**config.mk**
```make
export PLATFORM = sky130hd
export DESIGN_NAME = cpu_checker_char_class
export DESIGN_NICKNAME = d
export VERILOG_FILES = /design/src/rtl/cpu_checker_char_class.sv
export SDC_FILE = /design/constraint.sdc
export NUM_CORES = 1
export LEC_CHECK = 0
export BUFFER_PORTS_ARGS = -buffer_cell sky130_fd_sc_hd__buf_2
export CAP_MARGIN = 40
export CORE_AREA = 2 2 39 41
export DETAILED_ROUTE_END_ITERATION = 8
export DIE_AREA = 0 0 41 43
export SLEW_MARGIN = 30
export SYNTH_ARGS = -nofsm -noshare
export SYNTH_HDL_FRONTEND = slang
export SYNTH_SLANG_ARGS = --single-unit
```
**constraint.sdc**
```tcl
create_clock -name vclk -period 1.7
set_input_delay 0 -clock vclk [all_inputs]
set_output_delay 0 -clock vclk [all_outputs]
set_load 0.1 [all_outputs]
```
**src/rtl/cpu_checker_char_class.sv**
```systemverilog
// Combinational character classifier: decimal / lowercase-hex detection and nibble value.
module cpu_checker_char_class (
  input  logic [7:0] char,
  output logic       is_dec,
  output logic       is_hex,
  output logic [3:0] nibble
);

  logic is_lower_hex;

  always_comb begin
    is_dec       = (char >= 8'h30) && (char <= 8'h39);
    is_lower_hex = (char >= 8'h61) && (char <= 8'h66);
    is_hex       = is_dec || is_lower_hex;
    // '0'..'9' carry their value in the low nibble; 'a'..'f' sit at 1..6, so add 9.
    nibble       = is_dec ? char[3:0] : (char[3:0] + 4'd9);
  end

endmodule

```
## Yosys cells after proc, flatten, opt, wreduce, memory -nomap -nowiden

Cells that the tools add are included.

- Add/subtract/negate cells: 1
- Order comparisons: 4
- Muxes and demuxes: 1
- Reduce and logical (&&, ||, !) cells: 3

Operators with widths:

| kind | count |
|---|---|
| $ge 8x6->1 const B | 1 |
| $ge 8x7->1 const B | 1 |
| $le 8x6->1 const B | 1 |
| $le 8x7->1 const B | 1 |
| $add 4x4->4 const B | 1 |
| $mux 4 | 1 |
| $logic_and 1x1->1 | 2 |
| $logic_or 1x1->1 | 1 |

- Register bits after elaboration: 0
- Input port bits: 8
- Output and inout port bits: 6
- Logic and storage cells: 9

## Logic depth before layout (Yosys ltp)

- Depth in word-level cells: 3
- Gate-level depth with buffers: 5
- Mapped depth without buffers: 5

## Least setup slack after synthesis

No wires, ideal clock.

- Kind: input to output
- From: input char[1]
- To: output nibble[0]
- Arrival time: 2.288 ns
- Required time: 1.700 ns
- Setup slack: -0.588 ns
- Stages on the path: 5
- Path buffers: 0
- Path through: inv_1 ha_1 o21bai_4 a21oi_4 xnor2_1

- Cells in the longest elaborated chain, start to end: 3
- Elaborated cells between the ends (all ways): 4
- Those cells by class: order compare (2); mux (1); reduce/logical (1)

RTL lines:

| what | RTL line | source |
|---|---|---|
| start, declared | 3 | `input logic [7:0] char,` |
| $ge 8x6->1 / $le 8x6->1 (equally long branches) | 12 | `is_dec = (char >= 8'h30) && (char <= 8'h39);` |
| $logic_and 1x1->1 (*) | 12 |  |
| net is_dec | 4 | `output logic is_dec,` |
| $mux 4 (*) | 16 | `nibble = is_dec ? char[3:0] : (char[3:0] + 4'd9);` |
| end, declared | 6 | `output logic [3:0] nibble` |

The timed path passes the listed nets; every way through them passes the cells marked *.

## Final worst setup path

- From: input char[1]
- To: output nibble[1]

- Cells in the longest elaborated chain, start to end: 3
- Elaborated cells between the ends (all ways): 5
- Those cells by class: add/sub (1); order compare (2); mux (1); reduce/logical (1)

RTL lines:

| what | RTL line |
|---|---|
| $ge 8x6->1 / $le 8x6->1 (equally long branches) | 12 |
| $logic_and 1x1->1 | 12 |
| $mux 4 (*) | 16 |

Every way passes the cells marked *; elsewhere a longest branch is shown, timed or not.

==> impl_results.md <==
* Outcome: finished clean
* Clock share of power at 0
* FMAX at 0.708 GHz
* Final Cycle Share at 0.831
* Vias in the first global route at 221
* Number of setup violations in the final report at 0
* Die Span Y at 43 um
* Initial cell density of the core at 0.165
* Net count after synthesis at 37
* Final Total Pwr at 0.147 mW
* Worst setup path class: in -> out
* CP Cell Sequence: buf_2, inv_1, ha_1, o21bai_4, a21oi_4, mux2_4, buf_2
* Number of unique standard cell types used by synthesis at 17
* Final slew viol count at 0
* Syn Inst Count at 25
* Die Span X at 41 um
* Remaining number of nets flagged by the antenna check after routing at 0
* Global-route wire length before repair at 862 um
* Largest fanout on the critical path at 6
* FF/Latch Area at 0 um^2
* Worst rel slew slack at 0.677
* Met2 WL post-DR at 258 um
* Arrival @ worst endpoint at 1410 ps
* Worst setup slack after layout at 288 ps
* Seq cells at 0
* Final core utilization at 0.252
* Combinational cell fraction of total power at 1.000
* Boundary Pins at 14
* Total core area at 1380 um^2
* Critical path buffers and inverters at 3
* Area contributors post-synth: ha_1 22%, nand4bb_4 12%, o21bai_4 8.2%
* Area delta synth->final at 52.5%
* Pre-Repair DR Iteration Count at 4
* Clock buffer cells at 0
* Slowest cell on the critical path: mux2_4
* Die outline area at 1760 um^2
* Number of instances resized during post-cts repair at 0
* Reported net switching power at 0.104 mW
* Vias per Instance at 4.00
* Number of vias after detailed routing at 220
* Max capacitance violation total at 0
* Maximum number of pins on one net before global-route repair at 7
* Largest area contributor in the synthesized netlist: ha_1
* Cell area power density at 421 nW/um^2
* Fraction of power spent switching nets at 0.708
* Data required, critical path at 1700 ps
* Type of the worst min-delay path: in -> out
* Fraction of layout instances using a drive strength above 1 at 0.564
* Number of antenna violations at the first check in global routing at 0
* Startpoint kind of the worst setup timing path: primary input
* Number of placement rows at 14
* Area fraction of the dominant cell type after synthesis at 0.219
* Slew at the pin closest to its max-slew limit at 487 ps
* Summed negative setup slack over all endpoints at 0 ps
* Kind of end point of the critical path: primary output
* Largest vdd supply drop at 0.158 mV
* Largest incremental delay on the critical path at 330 ps
* Standby leakage power at 0.165 nW
* Part of the Yosys area used for sequential elements at 0
* Count of buffers added by post-CTS timing repair for setup at 0
* Count of buffers inserted at the top-level ports at 14
* Worst slack at placement at 273 ps
* Final layout net count at 53
* Met3 routed WL at 55 um
* RSZ-0062 raised after global routing: no
* Total number of yosys warnings at 0
* Final RePlAce weighted congestion at 0.709
* Sequential group share of total power at 0
* Number of DRC markers in iteration 0 at 1
* Fin crit period at 1410 ps
* Quantity of hold-fixing buffers added after cts at 0
* DRT Wirelength at 528 um
* Routed length per placed instance at 9.60 um
* Sum of routed wire segments on met1 at 214 um
* Overflow left after global routing at 0
* Final routed DRC violation total at 0
* CP top delay family: buffers and inverters
* Avg Synthesized Cell Area at 9.16 um^2
* Placed cell areas at 349 um^2
* Internal Dissipation at 0.0430 mW
* Total track usage at 0.0680
* Final Hold Viols at 0
* Final instance area at 349 um^2
* Final antenna diode count at 0
* Max layer used: met3
* Most frequent cell on the critical path: buf_2
* Post-synthesis instance area at 229 um^2
[per-stage QoR]
stage | instances | hold slack (ps)
6_report | 55 | 517
5_1_grt | 55 | 525
4_1_cts | 55 | 522
3_5_place_dp | 55 | 521
3_3_place_gp | 55 | 517
2_1_floorplan | 25 | 191
[cell families after synthesis]
logic type,share of synthesized area
compound gates,0.322
mux,0.0656
fa+ha+maj,0.219
xor+xnor,0.0383
buf+inv,0.0328
simple gates,0.322
[metal layers]
layer / track usage / vias up
met5: 0 / -
met1: 0.0857 / 91
met3: 0.0105 / 0
met4: 0 / 0
li1: - / 118
met2: 0.122 / 11
[cell usage in the layout, fill, tap and decap left out, drive strengths merged, types with 2 or more instances in the layout]
cell type / instances
a21oi: 2
buf: 14
ha: 4
inv: 2
nand2: 3
nand3: 2
nand4bb: 2
nor2: 2
[Yosys cell counts]
cell,instances
ha_1,4
nand2_1,3
inv_1,2
nand3_1,2
nor2_1,2
a21oi_1,1
a21oi_4,1
a41o_1,1
mux2_4,1
nand2b_1,1
nand4bb_1,1
nand4bb_4,1
o21ai_0,1
o21ba_2,1
o21bai_4,1
o2bb2ai_1,1
xnor2_1,1
[tightest hold or removal path, cell delays in order]
cell and delay, ps:
buf_2 150, xnor2_2 80, buf_2 280
[path summary, 6_finish.rpt]
kind,startpoint,to,cells after the start
max,char[1],nibble[1],7
min,char[0],nibble[0],3
[final cells by class]
class                           count  area [um^2]
Tap cell                           16         20.0
Fill cell                         150         1030
Timing Repair Buffer               14         85.1
Multi-Input combinational cell     23          236
Inverter                            2         7.51
[power by group through the flow]
stage          combinational, mW  clock (mW)  sequential [mW]
6_report                   0.147           0                0
2_1_floorplan              0.109           0                0
3_3_place_gp               0.146           0                0
5_1_grt                    0.154           0                0
3_5_place_dp               0.148           0                0
4_1_cts                    0.148           0                0
Power figures use the tool's default switching activity.
